<file path="src/rtl/sram_arbiter.sv">
// sram_arbiter
//   Round-robin arbiter and access sequencer placing two masters (CPU/DMA)
//   onto the 8-bit asynchronous SRAM bridge. Each granted request becomes
//   one SRAM cycle: SETUP (address/chip-select), ACCESS (strobe low for
//   WAIT_CYCLES cycles), DONE (hold + 1-cycle ack), then back to IDLE.
// Ports
//   i_clk, i_reset        clock, synchronous active-high reset
//   i_mN_req/we/addr/wdata  master N request (held until ack)
//   o_mN_ack              1-cycle completion pulse for master N
//   o_mN_rdata            read data for master N, valid from its ack
//   o_s_*                 active-low strobes, address and write data to bridge
//   i_s_readdata          read data from bridge
module sram_arbiter #(
  parameter int ADDR_W      = 17,
  parameter int DATA_W      = 8,
  parameter int WAIT_CYCLES = 2   // 1..15
) (
  input  logic              i_clk,
  input  logic              i_reset,
  input  logic              i_m0_req,
  input  logic              i_m0_we,
  input  logic [ADDR_W-1:0] i_m0_addr,
  input  logic [DATA_W-1:0] i_m0_wdata,
  output logic              o_m0_ack,
  output logic [DATA_W-1:0] o_m0_rdata,
  input  logic              i_m1_req,
  input  logic              i_m1_we,
  input  logic [ADDR_W-1:0] i_m1_addr,
  input  logic [DATA_W-1:0] i_m1_wdata,
  output logic              o_m1_ack,
  output logic [DATA_W-1:0] o_m1_rdata,
  output logic              o_s_chipselect_n,
  output logic              o_s_byteenable_n,
  output logic              o_s_write_n,
  output logic              o_s_read_n,
  output logic [ADDR_W-1:0] o_s_address,
  output logic [DATA_W-1:0] o_s_writedata,
  input  logic [DATA_W-1:0] i_s_readdata
);

  typedef enum logic [1:0] {IDLE, SETUP, ACCESS, DONE} state_t;

  localparam logic [3:0] LP_WAIT_LAST = 4'(WAIT_CYCLES - 1);

  state_t            r_state;
  logic [3:0]        r_cnt;
  logic              r_last;   // master granted most recently (1 = m1)
  logic              r_gnt;    // master owning the current access
  logic              r_we;
  logic              r_cs_n;
  logic              r_we_n;
  logic              r_rd_n;
  logic [ADDR_W-1:0] r_addr;
  logic [DATA_W-1:0] r_wdata;
  logic              r_ack0;
  logic              r_ack1;
  logic [DATA_W-1:0] r_rdata0;
  logic [DATA_W-1:0] r_rdata1;

  // Winner: a lone requester always wins; on a tie the master that was not
  // granted last time wins.
  logic              w_gnt;
  logic              w_we;
  logic [ADDR_W-1:0] w_addr;
  logic [DATA_W-1:0] w_wdata;

  assign w_gnt   = (i_m0_req & i_m1_req) ? ~r_last : i_m1_req;
  assign w_we    = w_gnt ? i_m1_we    : i_m0_we;
  assign w_addr  = w_gnt ? i_m1_addr  : i_m0_addr;
  assign w_wdata = w_gnt ? i_m1_wdata : i_m0_wdata;

  always_ff @(posedge i_clk) begin
    if (i_reset) begin
      r_state  <= IDLE;
      r_cnt    <= '0;
      r_last   <= 1'b1;
      r_gnt    <= 1'b0;
      r_we     <= 1'b0;
      r_cs_n   <= 1'b1;
      r_we_n   <= 1'b1;
      r_rd_n   <= 1'b1;
      r_addr   <= '0;
      r_wdata  <= '0;
      r_ack0   <= 1'b0;
      r_ack1   <= 1'b0;
      r_rdata0 <= '0;
      r_rdata1 <= '0;
    end else begin
      // acks are single-cycle pulses raised only on the ACCESS->DONE edge
      r_ack0 <= 1'b0;
      r_ack1 <= 1'b0;
      unique case (r_state)
        IDLE: begin
          if (i_m0_req | i_m1_req) begin
            r_state <= SETUP;
            r_gnt   <= w_gnt;
            r_last  <= w_gnt;
            r_we    <= w_we;
            r_addr  <= w_addr;
            if (w_we) r_wdata <= w_wdata;
            r_cs_n  <= 1'b0;
          end
        end
        SETUP: begin
          r_state <= ACCESS;
          r_cnt   <= LP_WAIT_LAST;
          r_we_n  <= ~r_we;
          r_rd_n  <= r_we;
        end
        ACCESS: begin
          if (r_cnt == 4'd0) begin
            r_state <= DONE;
            r_we_n  <= 1'b1;
            r_rd_n  <= 1'b1;
            r_ack0  <= ~r_gnt;
            r_ack1  <= r_gnt;
            // sample the bridge while read_n is still low
            if (!r_we) begin
              if (r_gnt) r_rdata1 <= i_s_readdata;
              else       r_rdata0 <= i_s_readdata;
            end
          end else begin
            r_cnt <= r_cnt - 4'd1;
          end
        end
        DONE: begin
          // chip select, address and data held through DONE for hold time
          r_state <= IDLE;
          r_cs_n  <= 1'b1;
        end
        default: r_state <= IDLE;
      endcase
    end
  end

  assign o_m0_ack         = r_ack0;
  assign o_m1_ack         = r_ack1;
  assign o_m0_rdata       = r_rdata0;
  assign o_m1_rdata       = r_rdata1;
  assign o_s_chipselect_n = r_cs_n;
  assign o_s_byteenable_n = r_cs_n;
  assign o_s_write_n      = r_we_n;
  assign o_s_read_n       = r_rd_n;
  assign o_s_address      = r_addr;
  assign o_s_writedata    = r_wdata;

endmodule

</file>
<file path="config.mk">
export PLATFORM = sky130hd
export DESIGN_NAME = sram_arbiter
export DESIGN_NICKNAME = d
export VERILOG_FILES = /design/src/rtl/sram_arbiter.sv
export SDC_FILE = /design/constraint.sdc
export NUM_CORES = 1
export LEC_CHECK = 0
export BUFFER_PORTS_ARGS = -buffer_cell sky130_fd_sc_hd__clkbuf_2
export CELL_PAD_IN_SITES_DETAIL_PLACEMENT = 2
export CELL_PAD_IN_SITES_GLOBAL_PLACEMENT = 2
export CORE_AREA = 2 2 100 102
export CTS_CLUSTER_DIAMETER = 60
export DETAILED_ROUTE_END_ITERATION = 8
export DIE_AREA = 0 0 102 104
export HOLD_SLACK_MARGIN = 0.15
export PLACE_DENSITY = 0.8
export SYNTH_ARGS = -nofsm -noshare
export SYNTH_HDL_FRONTEND = slang
export SYNTH_SLANG_ARGS = --single-unit
</file>
<file path="constraint.sdc">
create_clock -name i_clk -period 2.3 [get_ports i_clk]
set_clock_uncertainty 0.1 [all_clocks]
set_input_delay 0.23 -clock i_clk [delete_from_list [all_inputs] [get_ports i_clk]]
set_output_delay 0.23 -clock i_clk [all_outputs]
set_load 0.02 [all_outputs]
</file>
### After elaboration in Yosys (flattened, before gate mapping)

Index checks and enable logic that the tools add are counted.

* $add $sub $neg: 1
* equal/unequal tests: 6
* multiplexer cells: 14
* bitwise operators: 7
* reduce and logical (&&, ||, !) cells: 13

Operators with widths (count)
* $mux 17: 1
* $reduce_and 2->1: 5
* $mux 8: 1
* $pmux 2 s4: 1
* $pmux 4 s2: 1
* $reduce_and 4->1: 2
* $ne 2x2->1 const B: 3
* $pmux 1 s2: 3
* $not 1->1: 5
* $eq 2x2->1 const B: 2
* $logic_not 4->1: 1
* $mux 1: 4
* $mux 2: 2
* $mux 4: 1
* $reduce_bool 2->1: 2
* $sub 4x1->4 const B: 1
* $reduce_and 3->1: 1
* $reduce_or 3->1: 1
* $eq 2x1->1 const B: 1
* $logic_not 2->1: 1
* $and 1x1->1: 1
* $or 1x1->1: 1

* bits in registers: 55
* input bits: 64
* output and inout port bits: 47
* word-level logic and storage cells: 55

### Longest topological paths before layout

Gate-level depths: netlist of the first run.

* word-level depth: 4
* depth in mapped cells: 8
* depth with buffers taken out: 6

### Worst setup path before layout of the first run

OpenSTA, ideal clock, no wires.

* path type: register -> register
* start point: register r_cnt[0]
* end point: register r_state[1]
* library setup time: 0.128 ns
* arrival time: 1.489 ns
* data required time: 2.072 ns
* slack: 0.583 ns
* stages on the path, launching flop included: 7
* path buffers: 0
* period minus slack after synthesis: 1.717 ns
* path through: dfxtp_1 -> inv_1 -> ha_1 -> or3b_2 -> a22oi_1 -> mux2i_1 -> nor2_1

* word-level cells in the longest chain between the ends: 3

RTL lines
* start: declaration: RTL line 46 `logic [3:0] r_cnt;`
* start signal: assignment: RTL line 123 `r_cnt <= r_cnt - 4'd1;`
* $logic_not 4->1: RTL line 111 `if (r_cnt == 4'd0) begin`
* $ne 2x2->1 (no line)
* $reduce_and 2->1 (no line)
* end signal: assignment: RTL line 105 `r_state <= ACCESS;`
* end signal: assignment: RTL line 112 `r_state <= DONE;`
* end signal: assignment: RTL line 128 `r_state <= IDLE;`
* end: declaration: RTL line 45 `state_t r_state;`

No other way between the ends.
A chain may end at the register's enable or synchronous reset.

### Final worst setup path of the first run

* start point: register r_last
* end point: register r_addr[8] (netlist: o_s_address[8])

* word-level cells in the longest chain between the ends: 3

RTL lines
* start: declaration: RTL line 47 `logic r_last;`
* start signal: assignment: RTL line 97 `r_last <= w_gnt;`
* $not 1->1: RTL line 67 `assign w_gnt = (i_m0_req & i_m1_req) ? ~r_last : i_m1_req;`
* $mux 1: RTL line 67
* $mux 17: RTL line 69 `assign w_addr = w_gnt ? i_m1_addr : i_m0_addr;`
* end signal: assignment: RTL line 99 `r_addr <= w_addr;`
* end: declaration: RTL line 53 `logic [ADDR_W-1:0] r_addr;`

No other way between the ends.

==> results.toml, run 1 <==
[cts]
clockRootBuffer = "clkbuf_8"
clk_pin_slew_worst_paths_ns = 0.11
clock_latency_ns = 0.31
cts_made_buffers = 5
cts_setup_buffers = 0
cts.htree.levels = 2
cts_tree = "yes"
post_cts_resized = 0
clk_path_buf_depth = 2
hold_buffers = 17
clkSinkCount = 55

[drt]
drc = 0
routed-wl-met2_um = 4070
drt-pass1-iter-count = 3
drt_iter0_drc = 53
vias_per_cell = 4.59
avgRoutedWirePerCell_um = 14.9
wl_met1_um = 3150
ant_nets = 0
route.met3.wl_um = 333
dr.max_layer_used = "met4"
route.vias.total = 2345
finalWirelength_um = 7600

[power_and_ir_drop]
p_sw_mw = 1.55
combPwrFrac_pct = 45.7
power_density_nw_per_um2 = 1070
pwr-share-seq_pct = 38.1
pwr-share-clk_pct = 16.2
p_int_mw = 2.06
ir_drop_mv = 0.459
switching_share_pct = 43.0
leakage_nw = 1.56

[synth]
ys_types = 36
ys.flop_type = "dfxtp_1"
synth_warnings = 0
syn_area_um2 = 2430
synth_edf_count = 0
ys_seq_elements = 55
synth_cells = 255
avgSynthCellArea_um2 = 9.53
ys_seq_area_share_pct = 45.3
ys_async_sr_fraction_pct = 0
synth_nets = 325

[worst_setup_path]
start_kind = "flop"
critPathKind = "flop to flop"
crit_family = "buffers and inverters"
crit_chain = "a21boi_4, buf_4, mux2i_1, dlygate4sd3_1, a211oi_1"
critPathSlowestCell = "dlygate4sd3_1"
cp_data_arrival_time_ns = 2.18
worst-path-buf-inv = 2
cp_max_fo = 26
cp-end-kind = "flop"
cp.required_ns = 2.44
critPathMaxStageDelay_ns = 0.57

[sta]
setup_viol = 0
slew_viol_final = 0
worstMarginPinSlew_ns = 0.614
slew_headroom_pct = 59.1
setup_tns_ns = 0
fin_crit_sh_pct = 88.8
period_minus_slack_ns = 2.04
whs_ns = 0.143
rsz0062_at_grt = "no"
fmax_mhz = 490
hold_violations = 0

[floorplanning]
core_area_um2 = 9550
die_h_um = 104
io_pins = 111
dieWidth_um = 102
rows = 36
die_area_um2 = 10600
initial_core_util_pct = 25.5

[placed_design]
postPlaceCellArea_um2 = 3090
gp_congestion = 0.745
hpwl_um = 5580
portBuffers = 110
placedCellCount = 484

[global_routing]
grt_overflow_total = 0
grt_pass1_wl_um = 12500
antenna_found_initial = 0
track_usage_pct = 14.4
grt_max_degree = 35
grt_pass1_vias = 2615

[cells_and_area]
n_antenna_cell = 0
drive_above_1_share_pct = 37.0
stdcell_count = 511
final_util_pct = 35.4
syn2layout_area_growth_pct = 39.0
final_area_um2 = 3380
nets = 447
fill_cells = 1136

[min_path]
hold_path_class = "input pin to flop"

[run_status]
outcome = "complete, no violations"

[run]
maxCapViolations = 0
[synth_stat cells, types with 2 or more instances]
| master | n | area share (%) |
|---|---|---|
| a211oi_1 | 17 | 5.2 |
| a211oi_2 | 8 | 4.1 |
| a21oi_1 | 19 | 3.9 |
| a22oi_1 | 2 | 0.62 |
| a31oi_1 | 2 | 0.51 |
| buf_2 | 4 | 0.82 |
| buf_4 | 3 | 0.93 |
| buf_6 | 3 | 1.4 |
| clkbuf_1 | 11 | 1.7 |
| dfxtp_1 | 55 | 45 |
| ha_1 | 6 | 3.1 |
| inv_1 | 4 | 0.62 |
| mux2i_1 | 35 | 14 |
| nand2_1 | 24 | 3.7 |
| nand3_1 | 2 | 0.41 |
| nor2_1 | 33 | 5.1 |
| nor2b_1 | 3 | 0.77 |
| nor3_1 | 5 | 1.0 |
| o21ai_0 | 2 | 0.41 |
[logic make-up (layout without fill, tap and decap cells)]
group | after synthesis | count (layout) | share of synthesized area [%]
compound gates | 54 | 54 | 16.4
xor+xnor | 1 | 1 | 0.360
fa+ha+maj | 6 | 6 | 3.09
buf+inv | 25 | 148 | 5.46
flops | 55 | 55 | 45.3
mux | 35 | 35 | 14.4
simple gates | 79 | 79 | 15.0
[worst register-to-register path, stage by stage (launching register included)]
cell,delay [ns]
dfxtp_1,0.38
a21boi_4,0.14
buf_4,0.41
mux2i_1,0.16
dlygate4sd3_1,0.57
a211oi_1,0.21
[sequential cells by signal (all words and copies together), names as in the netlist]
signal            flops
o_m1_ack              1
o_s_address          17
o_s_writedata         8
r_state               2
r_gnt                 1
r_we                  1
r_cnt                 4
o_s_read_n            1
r_last                1
o_m1_rdata            8
o_s_write_n           1
o_m0_ack              1
o_m0_rdata            8
o_s_byteenable_n      1
[layer usage]
layer,vias up,GRT usage (%)
li1,1135,-
met1,1134,16.9
met2,71,27.1
met3,5,3.09
met4,0,2.00
met5,-,0
[area by class of cell]
cell class / count / area, um2 / share of cell area (%)
Clock inverter: 3 / 27.5 / 0.815
Tap cell: 133 / 166 / 4.92
Sequential cell: 55 / 1100 / 32.6
Inverter: 4 / 15.0 / 0.444
Timing Repair Buffer: 136 / 793 / 23.5
Multi-Input combinational cell: 175 / 1210 / 35.7
Clock buffer: 5 / 68.8 / 2.04
[power groups by stage]
stage	registers (mW)	logic, mW	clock network [mW]
floorplan	1.60	0.912	0
global placement	1.38	1.56	0
detailed placement	1.40	1.64	0
CTS	1.38	1.68	0.612
global route	1.41	1.84	0.656
finish	1.38	1.65	0.585
[worst paths after layout]
path                              start                     endpoint  slack (ns)  cells past startpoint
max                 r_last$_SDFFE_PP1P_  o_s_address[8]$_SDFFE_PP0P_        0.26                      5
min                        i_m0_addr[0]  o_s_address[0]$_SDFFE_PP0P_        0.14                      3
max reg2reg         r_last$_SDFFE_PP1P_  o_s_address[8]$_SDFFE_PP0P_        0.26                      5
min reg2reg  o_m0_rdata[7]$_SDFFE_PP0P_   o_m0_rdata[7]$_SDFFE_PP0P_        0.37                      2
[cells in the final DEF (no fill, tap or decap), drive strengths merged, types with 3 or more instances in the layout]
master,n
buf,7
inv,5
ha,6
mux2i,35
nor2b,3
a21oi,19
a211oi,25
dfxtp,55
nand2,24
clkbuf,115
nor3,5
nor2,33
dlygate4sd3,19
[through the flow]
stage	setup WS (ns)	total power [mW]
2_1_floorplan	0.583	2.51
3_3_place_gp	0.441	2.94
3_5_place_dp	0.276	3.04
4_1_cts	0.254	3.67
5_1_grt	0.106	3.91
6_report	0.258	3.61
No activity file was read; power rests on OpenSTA's default activity.
==> inputs of run 2 (changes only) <==
==> config.mk (replaced) <==
export PLATFORM = sky130hd
export DESIGN_NAME = sram_arbiter
export DESIGN_NICKNAME = d
export VERILOG_FILES = /design/src/rtl/sram_arbiter.sv
export SDC_FILE = /design/constraint.sdc
export NUM_CORES = 1
export LEC_CHECK = 0
export BUFFER_PORTS_ARGS = -buffer_cell sky130_fd_sc_hd__clkbuf_2
export CORE_AREA = 2 2 77 79
export CTS_CLUSTER_DIAMETER = 60
export DETAILED_ROUTE_END_ITERATION = 8
export DIE_AREA = 0 0 79 81
export HOLD_SLACK_MARGIN = 0.15
export PLACE_DENSITY_LB_ADDON = 0.25
export SYNTH_ARGS = -nofsm -noshare
export SYNTH_HDL_FRONTEND = slang
export SYNTH_SLANG_ARGS = --single-unit
==> results.toml, run 2 (same netlist as run 1, synthesis figures left out) <==
[run_status]
outcome = "complete, no violations"

[floorplanning]
initial_core_util_pct = 42.8
dieWidth_um = 79
die_area_um2 = 6400
rows = 28
core_area_um2 = 5680
die_h_um = 81
io_pins = 111

[drt]
avgRoutedWirePerCell_um = 12.2
vias_per_cell = 4.84
route.vias.total = 2250
drt-pass1-iter-count = 4
drc = 0
ant_nets = 0
finalWirelength_um = 5660
drt_iter0_drc = 76

[cts]
clock_latency_ns = 0.31
clk_path_buf_depth = 2
post_cts_resized = 0
hold_buffers = 32
cts_tree = "yes"
clk_pin_slew_worst_paths_ns = 0.10
cts.htree.levels = 2
clockRootBuffer = "clkbuf_8"
cts_setup_buffers = 0
cts_made_buffers = 5
clkSinkCount = 55

[sta]
setup_viol = 0
rsz0062_at_grt = "no"
fmax_mhz = 472
slew_headroom_pct = 54.4
worstMarginPinSlew_ns = 0.684
slew_viol_final = 0
setup_ws_ns = 0.180
fin_crit_sh_pct = 92.2
period_minus_slack_ns = 2.12
hold_violations = 0
whs_ns = 0.135
setup_tns_ns = 0

[placed_design]
portBuffers = 110
hpwl_um = 3910
gp_congestion = 0.774
placedCellCount = 425
place_ws_ns = 0.374

[min_path]
hold_path_class = "input pin to flop"

[worst_setup_path]
cp_data_arrival_time_ns = 2.24
cp_max_fo = 19
critPathMaxStageDelay_ns = 0.56
crit_chain = "a21boi_4, buf_12, mux2i_1, dlygate4sd3_1, a211oi_1"
worst-path-buf-inv = 2
critPathKind = "flop to flop"
cp-end-kind = "flop"
critPathSlowestCell = "dlygate4sd3_1"
crit_family = "buffers and inverters"
start_kind = "flop"
cp.required_ns = 2.42

[cells_and_area]
stdcell_count = 465
nets = 459
n_antenna_cell = 0
final_cell_mix = "clkbuf_2 (110), dfxtp_1 (55), mux2i_1 (35)"
final_common_cell = "clkbuf_2"
syn2layout_area_growth_pct = 42.4
largest_reg_flops = 17
drive_above_1_share_pct = 35.6

[power_and_ir_drop]
leakage_nw = 1.62
power_density_nw_per_um2 = 1050
ir_drop_mv = 0.478

[global_routing]
grt_pass1_vias = 2094
antenna_found_initial = 0
track_usage_pct = 17.9
grt_pass1_wl_um = 9200
grt_max_degree = 35
grt_overflow_total = 0

[run]
maxCapViolations = 0
-- run 2: through the flow --
stage                     util [%]  total power, mW  instance area [um2]
after floorplan                  -             2.51                 2430
after global placement        53.3             2.92                 3030
after CTS                     61.0             3.68                 3460
after detailed placement      53.3             2.96                 3030
after global routing          61.0             3.91                 3460
final                         61.0             3.65                 3460
-- run 2: worst paths after layout --
path / startpoint / slack (ns) / cells past startpoint / endpoint
setup / recovery: r_last$_SDFFE_PP1P_ / 0.18 / 5 / o_s_address[1]$_SDFFE_PP0P_
hold / removal: i_m0_addr[2] / 0.14 / 3 / o_s_address[2]$_SDFFE_PP0P_
setup reg to reg: r_last$_SDFFE_PP1P_ / 0.18 / 5 / o_s_address[1]$_SDFFE_PP0P_
hold reg to reg: o_m0_rdata[0]$_SDFFE_PP0P_ / 0.36 / 2 / o_m0_rdata[0]$_SDFFE_PP0P_
-- run 2: power breakdown --
part | internal [mW] | switching [mW] | leakage [nW]
registers | 1.20 | 0.154 | 0.451
clock network | 0.328 | 0.321 | 0.0548
logic | 0.658 | 0.984 | 1.11
-- run 2: area by class of cell --
type | instances | area, um2
clock buffers | 5 | 68.8
clock inverters | 3 | 46.3
fillers | 509 | 2210
inverters | 4 | 15.0
multi-input cells | 175 | 1210
flip-flops and latches | 55 | 1100
well taps | 75 | 93.8
repair buffers | 148 | 928
-- run 2: worst reg2reg max path, cell delays in order (launching register included) --
cell,delay [ns]
dfxtp_1,0.36
a21boi_4,0.41
buf_12,0.24
mux2i_1,0.10
dlygate4sd3_1,0.56
a211oi_1,0.26
-- run 2: layer usage --
layer	share of wire (%)	GRT usage (%)
met1	44	20.8
met2	47	31.6
met3	6.9	5.11
met4	1.9	6.55
met5	0	0
==> inputs of run 3 (changes only) <==
--- a/config.mk
+++ b/config.mk
@@ -10,8 +10,8 @@
 export CTS_CLUSTER_DIAMETER = 60
 export DETAILED_ROUTE_END_ITERATION = 8
 export DIE_AREA = 0 0 79 81
-export HOLD_SLACK_MARGIN = 0.15
-export PLACE_DENSITY_LB_ADDON = 0.25
+export HOLD_SLACK_MARGIN = 0.12
+export PLACE_DENSITY = 0.85
 export SYNTH_ARGS = -nofsm -noshare
 export SYNTH_HDL_FRONTEND = slang
 export SYNTH_SLANG_ARGS = --single-unit
==> results.toml, run 3 (same netlist as run 1, synthesis figures left out) <==
[cells_and_area]
final_cell_mix = "clkbuf_2 (110), dfxtp_1 (55), mux2i_1 (35)"
final_common_cell = "clkbuf_2"
stdcell_count = 441
n_antenna_cell = 0
syn2layout_area_growth_pct = 32.1
largest_reg_flops = 17
fill_cells = 505
drive_above_1_share_pct = 38.0
nets = 435

[power_and_ir_drop]
pwr-share-seq_pct = 38.3
power_density_nw_per_um2 = 1110
combPwrFrac_pct = 43.8
ir_drop_mv = 0.471
p_int_mw = 2.17
leakage_nw = 1.52
pwr-share-clk_pct = 17.9
p_sw_mw = 1.39
switching_share_pct = 39.1

[worst_setup_path]
cp-startpoint = "r_state[0]$_SDFFE_PP0P_"
cp.required_ns = 2.36
critPathMaxStageDelay_ns = 0.40
cp_data_arrival_time_ns = 1.99
r2r_start = "r_state[0]$_SDFFE_PP0P_"
r2r_slack_ns = 0.37
reg2reg_depth = 7
cp-end-kind = "flop"
cp_max_fo = 10
crit_chain = "inv_1, ha_1, nor4bb_1, nand3b_1, buf_4, mux2i_1, nor2_1"
start_kind = "flop"
reg2reg_to = "o_m1_rdata[2]$_SDFFE_PP0P_"
critPathKind = "flop to flop"
critPathSlowestCell = "nor4bb_1"

[cts]
post_cts_resized = 0
clkSinkCount = 55
clock_latency_ns = 0.29
cts_made_buffers = 5
clk_path_buf_depth = 2
clockRootBuffer = "clkbuf_8"
cts_tree = "yes"
clk_pin_slew_worst_paths_ns = 0.09
cts.htree.levels = 2

[run_status]
outcome = "complete, no violations"

[placed_design]
gp_congestion = 0.743
portBuffers = 110
hpwl_um = 3940
placedCellCount = 425

[drt]
drt-pass1-iter-count = 4
vias_per_cell = 4.95
route.vias.total = 2185
drt_iter0_drc = 70
ant_nets = 0
finalWirelength_um = 5270
avgRoutedWirePerCell_um = 11.9
drc = 0

[floorplanning]
initial_core_util_pct = 42.8
core_area_um2 = 5680
die_area_um2 = 6400
dieWidth_um = 79
die_h_um = 81
io_pins = 111
rows = 28

[global_routing]
grt_overflow_total = 0
antenna_found_initial = 0
grt_pass1_vias = 2030
track_usage_pct = 16.7
grt_max_degree = 35
grt_pass1_wl_um = 8660

[sta]
period_minus_slack_ns = 1.93
fmax_mhz = 518
setup_viol = 0
rsz0062_at_grt = "no"
setup_tns_ns = 0
slew_headroom_pct = 56.0
worstMarginPinSlew_ns = 0.660
slew_viol_final = 0
fin_crit_sh_pct = 83.9
hold_violations = 0

[run]
maxCapViolations = 0

[min_path]
whs_path_depth = 3
min_from = "i_m0_addr[2]"
holdPathEnd = "o_s_address[2]$_SDFFE_PP0P_"
hold_path_class = "input pin to flop"
-- run 3: cell count changes in the layout (fill, tap and decap cells not counted), sizes merged --
cell         change
dlygate4sd3     -24
clkbuf           +1
clkinv           +1
clkinvlp         -1
inv              -1
-- run 3: power groups by stage --
stage | Combinational [mW] | Clock, mW | Sequential [mW]
6_report | 1.56 | 0.639 | 1.36
5_1_grt | 1.74 | 0.705 | 1.40
4_1_cts | 1.58 | 0.663 | 1.37
3_5_place_dp | 1.56 | 0 | 1.38
3_3_place_gp | 1.52 | 0 | 1.37
2_1_floorplan | 0.912 | 0 | 1.60
-- run 3: timing repair --
item	CTS	global route
endpoints found under the hold margin	16	0
buffers inserted	0	0
hold buffers	8	0
-- run 3: per-stage QoR --
stage	area [um2]	hold slack (ns)	util, %	setup slack [ns]	total power, mW
final	3210	0.154	56.6	0.369	3.56
after global routing	3210	0.157	56.6	0.182	3.84
after CTS	3210	0.144	56.6	0.367	3.60
after detailed placement	3010	0.354	53.1	0.372	2.95
after global placement	3010	0.342	53.1	0.480	2.89
after floorplan	2430	0.266	-	0.583	2.51
-- run 3: worst max-delay path: cells and delay by family (launching register included) --
kind	cells	cell delay, ns
flops	1	0.35
buf+inv	2	0.28
mux	1	0.17
fa+ha+maj	1	0.32
simple gates	3	0.57
-- run 3: final cells by class --
cell class	count	area, um2	share of cell area, %
well taps	75	93.8	2.92
inverters	4	15.0	0.468
multi-input cells	175	1210	37.6
clock inverters	2	35.0	1.09
flip-flops and latches	55	1100	34.3
repair buffers	124	676	21.0
clock buffers	6	82.6	2.57
-- run 3: layer usage --
metal  track usage (%)  vias to the layer above  wire length [um]
met5                 0                        -                 0
met4              4.83                        0                28
met3              3.44                        2               297
met2              31.0                       74              2630
met1              19.4                      998              2310
li1                  -                     1111                 -
-- run 3: worst max-delay path by stage --
stage	to
3_3_place_gp	o_m1_rdata[0]$_SDFFE_PP0P_
6_report	o_m1_rdata[2]$_SDFFE_PP0P_
4_1_cts	o_m1_rdata[2]$_SDFFE_PP0P_
3_5_place_dp	o_m1_rdata[2]$_SDFFE_PP0P_
2_1_floorplan	r_state[1]$_SDFFE_PP0P_
5_1_grt	o_m1_rdata[1]$_SDFFE_PP0P_
